===== src/rtl/bist_controller.sv =====
// rtl/bist_controller.sv - logic BIST engine: LFSR pattern source, MISR compactor, golden compare.
// Optional BIST_SIG_OUT_EN exposes the live MISR register on misr_sig.
module bist_controller #(
    parameter int             PI_W         = 35,
    parameter int             PO_W         = 49,
    parameter int             NUM_PATTERNS = 2000,
    parameter logic [PI_W-1:0] LFSR_SEED   = 35'h0_0000_0001,
    parameter logic [PI_W-1:0] LFSR_TAPS   = 35'h5_0000_0000,
    parameter logic [PO_W-1:0] MISR_TAPS   = 49'h1_0080_0000_0000,
    parameter logic [PO_W-1:0] GOLDEN_SIG  = 49'h0
) (
    input  logic            clk,
    input  logic            rst,
    input  logic            bistmode,
    input  logic [PI_W-1:0] pi_ext,
    input  logic [PO_W-1:0] cut_po,
    output logic [PI_W-1:0] cut_pi,
    output logic            cut_rst,
    output logic            bistdone,
`ifdef BIST_SIG_OUT_EN
    output logic [PO_W-1:0] misr_sig,
`endif
    output logic            bistpass
);

    localparam int CNT_W = $clog2(NUM_PATTERNS + 1);
    localparam logic [CNT_W-1:0] CNT_LAST = CNT_W'(NUM_PATTERNS - 1);

    localparam logic [2:0] IDLE  = 3'd0;
    localparam logic [2:0] INIT  = 3'd1;
    localparam logic [2:0] RUN   = 3'd2;
    localparam logic [2:0] FLUSH = 3'd3;
    localparam logic [2:0] DONE  = 3'd4;

    logic [2:0]       state_q, state_d;
    logic [PI_W-1:0]  lfsr_q, lfsr_d, lfsr_step;
    logic [PO_W-1:0]  misr_q, misr_d, misr_step;
    logic [CNT_W-1:0] cnt_q, cnt_d;
    logic             done_q, done_d;
    logic             pass_q, pass_d;

    assign lfsr_step = {lfsr_q[PI_W-2:0], ^(lfsr_q & LFSR_TAPS)};
    assign misr_step = {misr_q[PO_W-2:0], ^(misr_q & MISR_TAPS)} ^ cut_po;

    assign cut_pi   = (state_q == INIT || state_q == RUN || state_q == FLUSH) ? lfsr_q : pi_ext;
    assign cut_rst  = rst | (state_q == INIT);
    assign bistdone = done_q;
    assign bistpass = pass_q;
`ifdef BIST_SIG_OUT_EN
    assign misr_sig = misr_q;
`endif

    always_comb begin
        state_d = state_q;
        lfsr_d  = lfsr_q;
        misr_d  = misr_q;
        cnt_d   = cnt_q;
        done_d  = done_q;
        pass_d  = pass_q;
        // Dropping bistmode anywhere outside IDLE aborts with no partial result.
        if (state_q != IDLE && !bistmode) begin
            state_d = IDLE;
            done_d  = 1'b0;
            pass_d  = 1'b0;
        end else begin
            case (state_q)
                IDLE: begin
                    done_d = 1'b0;
                    pass_d = 1'b0;
                    if (bistmode) state_d = INIT;
                end
                INIT: begin
                    lfsr_d  = LFSR_SEED;
                    misr_d  = '0;
                    cnt_d   = '0;
                    state_d = RUN;
                end
                RUN: begin
                    lfsr_d = lfsr_step;
                    misr_d = misr_step;
                    if (cnt_q == CNT_LAST) state_d = FLUSH;
                    else                   cnt_d   = cnt_q + 1'b1;
                end
                FLUSH: begin
                    // One extra MISR step absorbs the response to the last pattern.
                    misr_d  = misr_step;
                    done_d  = 1'b1;
                    pass_d  = (misr_step == GOLDEN_SIG);
                    state_d = DONE;
                end
                DONE: ;
                default: state_d = IDLE;
            endcase
        end
    end

    always_ff @(posedge clk) begin
        if (rst) begin
            state_q <= IDLE;
            lfsr_q  <= LFSR_SEED;
            misr_q  <= '0;
            cnt_q   <= '0;
            done_q  <= 1'b0;
            pass_q  <= 1'b0;
        end else begin
            state_q <= state_d;
            lfsr_q  <= lfsr_d;
            misr_q  <= misr_d;
            cnt_q   <= cnt_d;
            done_q  <= done_d;
            pass_q  <= pass_d;
        end
    end

endmodule

===== config.mk =====
export PLATFORM = sky130hd
export DESIGN_NAME = bist_controller
export DESIGN_NICKNAME = d
export VERILOG_FILES = /design/src/rtl/bist_controller.sv
export SDC_FILE = /design/constraint.sdc
export NUM_CORES = 1
export LEC_CHECK = 0
export CAP_MARGIN = 25
export CORE_MARGIN = 2
export CORE_UTILIZATION = 39
export DETAILED_ROUTE_END_ITERATION = 6
export DONT_BUFFER_PORTS = 1
export GPL_TIMING_DRIVEN = 0
export PLACE_DENSITY_LB_ADDON = 0.3
export REMOVE_ABC_BUFFERS = 1
export SKIP_LAST_GASP = 1
export SLEW_MARGIN = 20
export SYNTH_ARGS = -nofsm -noshare
export SYNTH_HDL_FRONTEND = slang
export SYNTH_SLANG_ARGS = --single-unit

===== constraint.sdc =====
create_clock -name clk -period 2.9 [get_ports clk]
set_input_delay 0.725 -clock clk [delete_from_list [all_inputs] [get_ports clk]]
set_output_delay 0.725 -clock clk [all_outputs]
set_load 0.02 [all_outputs]

; ---- After elaboration in Yosys (flattened, before gate mapping)
; Index checks and enable logic that the tools add are counted.
[word_totals]
register_bits = 100
latch_bits = 0
mem_bits_rw = 0
romBits = 0
input_bits = 87
elab_cells = 47
memories = 0
[op_classes]
addsub = 1
mul = 0
div_mod_pow = 0
n_lt_le_gt_ge = 0
eq_ne = 8
n_shift = 0
n_mux = 10
bitwise = 4
n_reduce_logical = 18
[ops]
columns = op, n
row1 = 49-bit case mux with 2 select lines, 1
row2 = 35-bit case mux with 2 select lines, 1
row3 = 49-bit zero test, 1
row4 = 49-bit parity, 1
row5 = 49-bit bitwise XOR, 1
row6 = 35-bit two-way mux, 1
row7 = 35-bit parity, 1
row8 = 11-bit case mux with 2 select lines, 1
row9 = 3-bit case mux with 5 select lines, 1
row10 = 11-bit by 1-bit adder with 11-bit output (second input constant), 1
row11 = 11-bit equality test (second input constant), 1
row12 = 11-bit two-way mux, 1
row13 = 3-bit by 2-bit equality test with 1-bit output (second input constant), 2
row14 = 3-bit two-way mux, 2
row15 = 3-bit AND reduction, 2
row16 = 2-bit nonzero test, 3
row17 = 2-bit != test (second input constant), 2
row18 = 1-bit case mux with 2 select lines, 2
row19 = 2-bit AND reduction, 2
row20 = 2-bit OR reduction, 2
row21 = 3-bit by 1-bit equality test with 1-bit output (second input constant), 1
row22 = 3-bit equality test (second input constant), 1
row23 = 3-bit zero test, 1
row24 = 3-bit nonzero test, 1
row25 = 6 further kinds, 8

; ---- Depth between registers and ports, before layout
; Gate-level depths: netlist of run 1.
[depth]
word_depth = 4
mapped_depth = 6

; ---- Worst setup path before layout of run 1
; No wires, ideal clock.
[synth_path]
path_type = register to output
from = register state_q[2]
to = output cut_pi[10]
t_arrival_ns = 1.401
required_ns = 2.175
slack_ns = 0.774
path_stages_with_launch = 6
path_cell_list = dfxtp_1 > buf_2 > or2_2 > buf_2 > buf_2 > mux2_2
[synth_via]
elab_chain_len = 4
elab_cells_between_ends = 6
cone_classes = 3 x eq/ne / 1 x mux / 2 x reduce/logical
[synth_rtl]
columns = item, line
row1 = start: declaration, 35  ; logic [2:0] state_q, state_d;
row2 = start signal: assignment, 106  ; state_q <= state_d;
row3 = 3-bit by 1-bit equality test with 1-bit output or 3-bit by 2-bit equality test with 1-bit output (tied branches), 45  ; assign cut_pi = (state_q == INIT || state_q == RUN || state_q == FLUSH) ? lfsr_q : pi_ext;
row4 = 1-bit logical OR, 45
row5 = 1-bit logical OR (*), 45
row6 = 35-bit two-way mux (*), 45
row7 = end: declaration, 17  ; output logic [PI_W-1:0] cut_pi,
; Mark *: on every way between the ends. The rest lies on a longest branch, timed or not.

; ---- Worst setup path in the final report of run 1
[layout_path]
from = register state_q[2]
to = output cut_pi[5]
; Same word-level chain as after synthesis.

==> impl_metrics.tcl, run 1 <==
set metrics [dict create \
    status "completed" \
    fin_setup_tns_ps 0 \
    drt-total-wl_um 10330 \
    netlist_instances 533 \
    power_switching_mw 0.6920 \
    crit_arrival_ps 1910 \
    cp_max_fo 35 \
    clkSlewWorstSetupHoldPaths_ps 70 \
    wire_per_inst_um 15.65 \
    coreArea_um2 11910 \
    drive_gt1_share_pct 12.87 \
    p_per_area_nw_per_um2 575.8 \
    final_util_pct 43.08 \
    fin_skew_ps 5.526 \
    htree_levels 3 \
    cp-start-kind "flop" \
    post-place-ws_ps 291.0 \
    vias 3638 \
    grt_pass1_vias 3332 \
    drt_first_pass_iters 4 \
    start_util_pct 39.57 \
    overflow 0 \
    max_cap_viol_count 0 \
    worst-setup-path-type "flop to output pin" \
    placed_cell_area_um2 4807 \
    clockBufferDepth 2 \
    syn_area_um2 4713 \
    final_max_slew_viol_count 0 \
    via_per_inst 5.512 \
    avgSynthCellArea_um2 8.843 \
    hold_slack_ps 456.4 \
    dieArea_um2 12980 \
    crit_required_ps 2170 \
    cts_made_buffers 9 \
    fin_area_um2 5131 \
    hold_viol 0 \
    p_int_mw 2.263 \
    yosysSeqAreaShare_pct 42.47 \
    nNetsFinal 596 \
    cp-end-kind "output pin" \
    antenna_found_initial 0 \
    final_common_cell "dfxtp_1" \
    drc_errors 0 \
    fmax_ghz 0.3790 \
    port_buffers 0 \
    worst_slack_ps 261.5 \
    hold_class "input pin to flop" \
    p_leak_nw 1.799 \
    pwr-share-comb_pct 9.3 \
    synth.distinct_cells 42 \
    gp_congestion 0.7262 \
    layout_common_cells "dfxtp_1, nor2_1, xor2_1, a22oi_1, a21oi_1" \
    fin_crit_sh_pct 90.98 \
    switching_share_pct 23.42 \
    peakVddDrop_mv 0.2554 \
    cts_sinks 100 \
    ys_warn_count 0 \
    slew_headroom_pct 47.92 \
    finalSetupViolations 0 \
    clockRootBuffer "clkbuf_16" \
    cts_tree "yes" \
    io-pin-count 125 \
    grt_first_pass_wirelength_um 16120 \
    p_seq_share_pct 47.4 \
    layout_min_cycle_time_ps 2638 \
    diodes 0 \
    grt_start_max_net_pins 94 \
    clkLatencyLatePin_ps 340 \
    postSynthRegisterBits 100 \
    grt_setup_unrepaired "no" \
    fill_cells 1199 \
    die_h_um 113.9 \
    tightest_slew_ps 778.2 \
    dp_hpwl_um 6964 \
    ant_nets 0 \
    die_w_um 113.9 \
    drtIter0Drc 298 \
    synthToLayoutAreaGrowth_pct 8.866 \
    grt_use_total_pct 15.43 \
    power_frac_clock_pct 43.3 \
    fp-row-count 40 \
]
[stage by stage]
stage / power, mW / instances
5_1_grt: 3.067 / 660
3_5_place_dp: 1.705 / 644
4_1_cts: 2.995 / 660
2_1_floorplan: 1.652 / 494
6_report: 2.955 / 660
3_3_place_gp: 1.690 / 641
[cells in the mapped netlist (all sizes together)]
| library cell | count | area [um2] |
|---|---|---|
| dfxtp | 100 | 2002 |
| nor2 | 61 | 229.0 |
| xor2 | 46 | 402.9 |
| a21oi | 44 | 220.2 |
| a22oi | 44 | 330.3 |
| nand2 | 43 | 163.9 |
| nand3 | 38 | 195.2 |
| mux2 | 35 | 394.1 |
| buf | 21 | 105.1 |
| clkbuf | 18 | 67.56 |
| nor4 | 15 | 93.84 |
| xnor2 | 12 | 105.1 |
| nor2b | 8 | 50.05 |
| o21ai | 8 | 40.03 |
| nand2b | 6 | 37.54 |
| nand4 | 4 | 25.02 |
| or3 | 4 | 25.02 |
| inv | 3 | 11.26 |
| o21bai | 3 | 22.52 |
| nor3 | 2 | 15.01 |
| o32ai | 2 | 17.52 |
| or2 | 2 | 12.51 |
| a2111oi | 1 | 27.53 |
| a21o | 1 | 7.510 |
| a2bb2o | 1 | 10.01 |
| a31oi | 1 | 6.260 |
| a41oi | 1 | 8.760 |
| and2 | 1 | 6.260 |
| and3b | 1 | 8.760 |
| and4bb | 1 | 12.51 |
| ha | 1 | 12.51 |
| nand3b | 1 | 7.510 |
| nor3b | 1 | 12.51 |
| nor4b | 1 | 8.760 |
| o21a | 1 | 7.510 |
| or4 | 1 | 11.26 |
[worst max-delay path: stages, from the launching register on]
cell and delay [ps]:
dfxtp_1 580, or2_4 510, mux2_2 470
[logic make-up after synthesis]
kind of cell / Yosys count / share of synthesized area, %
AOI/OAI and AO/OA: 107 / 14.81
xor gates and xnor gates: 58 / 10.78
adders and majority gates: 1 / 0.2654
buffers and inverters: 42 / 3.902
DFF: 100 / 42.47
muxes: 35 / 8.362
and+or+nand+nor: 190 / 19.41
[final cells by class]
type,count,area (um2),share of cell area (%)
multi-input cells,391,2550,49.70
flip-flops and latches,100,2004,39.06
clock buffers,12,246.5,4.804
well taps,147,183.9,3.584
clock inverters,4,72.57,1.414
repair buffers,3,62.56,1.219
inverters,3,11.26,0.2195
[registers in the layout, summed over array words and instances, names as in the netlist]
| signal | flops |
|---|---|
| state_q | 3 |
| lfsr_q | 35 |
| bistpass | 1 |
| misr_q | 49 |
| cnt_q | 11 |
| bistdone | 1 |
[worst paths after layout]
check / start / to / slack, ps / depth (start not counted)
worst max-delay path: state_q[2] / cut_pi[5] / 260 / 2
worst min register to register: lfsr_q[10] / lfsr_q[10] / 470 / 2
worst max register to register: state_q[2] / cnt_q[2] / 600 / 5
worst min-delay path: rst / misr_q[32] / 460 / 1
[routing by layer]
| layer | up-vias | part of all wire, % | track usage [%] |
|---|---|---|---|
| li1 | 1815 | - | - |
| met1 | 1730 | 45 | 19.92 |
| met2 | 85 | 48 | 24.60 |
| met3 | 8 | 5.5 | 3.879 |
| met4 | 0 | 1.5 | 6.423 |
| met5 | - | 0 | 0 |
[power by group through the flow]
| stage | Sequential, mW | Combinational [mW] | Clock [mW] |
|---|---|---|---|
| 3_3_place_gp | 1.43 | 0.261 | 0 |
| 4_1_cts | 1.40 | 0.275 | 1.32 |
| 2_1_floorplan | 1.43 | 0.225 | 0 |
| 3_5_place_dp | 1.43 | 0.273 | 0 |
| 6_report | 1.40 | 0.274 | 1.28 |
| 5_1_grt | 1.40 | 0.296 | 1.37 |
[timing repair]
item                       4_1_cts  5_1_grt
gates cloned                     0        0
hold endpoints to repair         0        0
setup endpoints to repair       35       35
resized for setup                2        1
setup buffers                    0        0
hold buffers                     0        0
Note: power is estimated with default switching activity, not from simulation.
==> run 2, diff against run 1 <==
Settings changed: CORE_UTILIZATION 39 to 40.
==> impl_metrics.tcl, run 2 (same netlist as run 1, synthesis figures left out) <==
set metrics [dict create \
    placedCellCount 640 \
    vias 3589 \
    fill_cells 1090 \
    hold_buffers 0 \
    fin_setup_tns_ps 0 \
    top_register "misr_q" \
    hold_slack_ps 445.0 \
    diodes 0 \
    antenna_found_initial 0 \
    hold_class "input pin to flop" \
    nNetsFinal 596 \
    layout_min_cycle_time_ps 2619 \
    drt_first_pass_iters 4 \
    total_power_mw 2.777 \
    cp_max_fo 35 \
    clockRootBuffer "clkbuf_16" \
    layout_common_cells "dfxtp_1, nor2_1, xor2_1, a22oi_1, a21oi_1" \
    grt_pass1_vias 3273 \
    coreArea_um2 11470 \
    wire_per_inst_um 15.59 \
    finalSetupViolations 0 \
    cts_sinks 100 \
    die_h_um 112.6 \
    p_per_area_nw_per_um2 547.9 \
    multi_input_area_um2 2550 \
    start_util_pct 41.10 \
    seq_area_um2 2004 \
    largest_reg_flops 49 \
    peakVddDrop_mv 0.3129 \
    cts_setup_buffers 0 \
    grt_first_pass_wirelength_um 16330 \
    via_per_inst 5.496 \
    port_buffers 0 \
    final_common_cell "dfxtp_1" \
    crit_required_ps 2170 \
    clockBufferDepth 2 \
    drtIter0Drc 312 \
    p_leak_nw 1.774 \
    die_w_um 112.6 \
    hold_viol 0 \
    tightest_slew_ps 782.9 \
    clkLatencyLatePin_ps 350 \
    clkSlewWorstSetupHoldPaths_ps 60 \
    synthToLayoutAreaGrowth_pct 7.539 \
    drive_gt1_share_pct 12.75 \
    crit_arrival_ps 1890 \
    grt_use_total_pct 15.81 \
    grt_start_max_net_pins 94 \
    post-place-ws_ps 313.8 \
    gp_congestion 0.7552 \
    reg_top3 "misr_q (49), lfsr_q (35), cnt_q (11)" \
    finalNonFillerCells 653 \
    status "completed" \
    final_max_slew_viol_count 0 \
    slew_headroom_pct 47.62 \
    io-pin-count 125 \
    fin_skew_ps 5.081 \
    worst_slack_ps 281.2 \
    max_cap_viol_count 0 \
    grt_setup_unrepaired "no" \
    worst-setup-path-type "flop to output pin" \
    ant_nets 0 \
    cp-end-kind "output pin" \
    drt-total-wl_um 10180 \
    cts_made_buffers 9 \
    cts_tree "yes" \
    fp-row-count 39 \
    overflow 0 \
    drc_errors 0 \
    fin_crit_sh_pct 90.30 \
    dieArea_um2 12670 \
    htree_levels 3 \
    dp_hpwl_um 6879 \
    fmax_ghz 0.3819 \
    cp-start-kind "flop" \
]
## run 2: cell count changes in the layout (fill, tap and decap cells not counted), sizes merged
| cell | change |
|---|---|
| bufinv | -2 |
| clkbuf | -1 |
## run 2: per-layer routing
metal,vias up,wire (um),GRT usage [%]
met5,-,0,0
met3,12,536,4.428
li1,1813,-,-
met4,0,159,6.098
met1,1686,4583,20.34
met2,78,4904,25.23
## run 2: metrics by stage
step                      instance area [um2]  utilization, %
after floorplan                          4541               -
after global placement                   4720           41.16
after detailed placement                 4798           41.84
after CTS                                5066           44.18
after global routing                     5069           44.20
final                                    5069           44.20
## run 2: report_power, final
group,switching (mW),internal [mW]
registers,0.0151,1.39
logic,0.174,0.0983
clock network,0.492,0.612
total,0.681,2.10
## run 2: timing repair
| action | CTS | global route |
|---|---|---|
| cloned | 0 | 0 |
| endpoints found under the setup margin | 35 | 35 |
| resized for setup | 2 | 1 |
## run 2: cell type report
class	count	share of cell area, %
Clock buffer	11	4.986
Clock inverter	2	0.2469
Inverter	3	0.2222
Multi-Input combinational cell	391	50.31
Sequential cell	100	39.55
Tap cell	143	3.530
Timing Repair Buffer	3	1.160
## run 2: final timing paths
check / slack [ps] / cells after the start / endpoint / start
setup / recovery: 280 / 2 / cut_pi[13] / state_q[2]
hold / removal: 450 / 1 / misr_q[34] / rst
setup reg to reg: 580 / 5 / cnt_q[3] / state_q[2]
hold reg to reg: 470 / 2 / lfsr_q[8] / lfsr_q[8]
## run 2: critical path, stage by stage (launching register included)
cell and delay [ps]:
dfxtp_1 580, or2_4 490, mux2_2 450
==> run 3, diff against run 2 <==
Settings changed: ABC_CLOCK_PERIOD_IN_PS set to 2900, CORE_MARGIN 2 to 1, SKIP_LAST_GASP 1 to unset.
==> impl_metrics.tcl, run 3 (same netlist as run 1, synthesis figures left out) <==
set metrics [dict create \
    status "completed" \
    final_common_cell "dfxtp_1" \
    placed_cell_area_um2 4798 \
    top_register "misr_q" \
    multi_input_area_um2 2550 \
    grt_pass1_vias 3271 \
    max_cap_viol_count 0 \
    fp-row-count 39 \
    fin_crit_sh_pct 89.49 \
    vias 3628 \
    cts_made_buffers 9 \
    final_max_slew_viol_count 0 \
    p_per_area_nw_per_um2 548.4 \
    hold_class "input pin to flop" \
    crit_chain "or2_4, mux2_2" \
    drt-total-wl_um 9810 \
    largest_reg_flops 49 \
    grt_first_pass_wirelength_um 16030 \
    grt_setup_unrepaired "no" \
    die_w_um 110.6 \
    start_util_pct 41.10 \
    hold_viol 0 \
    via_per_inst 5.547 \
    cp-start-kind "flop" \
    p_leak_nw 1.783 \
    clkLatencyLatePin_ps 330 \
    drive_gt1_share_pct 12.92 \
    clockRootBuffer "clkbuf_16" \
    r2r_setup_slack_ps 610 \
    ant_nets 0 \
    clockBufferDepth 2 \
    fin_area_um2 5079 \
    peakVddDrop_mv 0.2898 \
    drt_first_pass_iters 5 \
    grt_use_total_pct 15.83 \
    nNetsFinal 596 \
    wire_per_inst_um 15.00 \
    cp_max_fo 35 \
    slew_headroom_pct 46.51 \
    worst-setup-path-type "flop to output pin" \
    diodes 0 \
    crit_required_ps 2170 \
    dieArea_um2 12220 \
    io-pin-count 125 \
    hold_buffers 0 \
    drc_errors 0 \
    fin_skew_ps 7.530 \
    reg2regPathDepth 5 \
    cts_tree "yes" \
    finalSetupViolations 0 \
    cp_slowest_stage_delay_ps 580 \
    synthToLayoutAreaGrowth_pct 7.752 \
    fill_cells 1089 \
    coreArea_um2 11470 \
    reg_top3 "misr_q (49), lfsr_q (35), cnt_q (11)" \
    overflow 0 \
    antenna_found_initial 0 \
    gp_congestion 0.7889 \
    crit_arrival_ps 1870 \
    fin_setup_tns_ps 0 \
    tightest_slew_ps 799.6 \
    htree_levels 3 \
    seq_area_um2 2004 \
    fmax_ghz 0.3853 \
    cts_sinks 100 \
    clkSlewWorstSetupHoldPaths_ps 70 \
    min_delay_path_depth 1 \
    drtIter0Drc 234 \
    dp_hpwl_um 6688 \
    slowest_stage "dfxtp_1" \
    port_buffers 0 \
    cp-end-kind "output pin" \
    layout_common_cells "dfxtp_1, nor2_1, xor2_1, a22oi_1, a21oi_1" \
    grt_start_max_net_pins 94 \
    layout_min_cycle_time_ps 2595 \
    die_h_um 110.6 \
]
## run 3: changes by cell type in the layout (fill, tap and decap cells not counted)
cell	before	now
inv_6	0	1
clkinvlp_4	1	0
clkinv_4	0	1
## run 3: critical path, delay by kind of cell, from the launching register on
kind	cells	cell delay, ps
AND/OR/NAND/NOR	1	490
flip-flops	1	580
multiplexers	1	450
## run 3: through the flow
stage                     cells  total power, mW  setup slack, ps  util, %  hold WS (ps)
after floorplan             494            1.652            329.4        -         436.6
after global placement      637            1.688           -659.3    41.16         448.7
after detailed placement    640            1.701            317.0    41.84         453.3
after CTS                   654            2.821            65.47    44.27         446.1
after global routing        654            2.908            220.2    44.29         436.0
final                       654            2.785            304.7    44.29         460.5
## run 3: what timing repair did
| item | CTS | global route |
|---|---|---|
| resized for setup | 2 | 1 |
| pin swaps | 0 | 0 |
| setup endpoints to repair | 35 | 29 |
| buffers inserted | 0 | 0 |
## run 3: layer usage
metal / track usage (%) / vias to the layer above / part of all wire, %
li1: - / 1816 / -
met1: 21.30 / 1703 / 46
met2: 24.55 / 99 / 48
met3: 4.281 / 10 / 5.3
met4: 5.067 / 0 / 1.2
met5: 0 / - / 0
## run 3: final timing paths
path           endpoint       start
max          cut_pi[11]  state_q[2]
min          misr_q[32]         rst
max reg2reg    cnt_q[3]  state_q[2]
min reg2reg  lfsr_q[29]  lfsr_q[29]
## run 3: final cells by class
cell class	instances	area share (%)
multi-input cells	391	50.21
flip-flops and latches	100	39.47
clock buffers	11	4.977
well taps	143	3.523
repair buffers	3	1.158
clock inverters	3	0.4435
inverters	3	0.2217
## run 3: report_power, final
group	total (mW)	switching, mW	internal [mW]
Clock	1.11	0.492	0.622
Combinational	0.271	0.172	0.0984
Sequential	1.40	0.0150	1.39
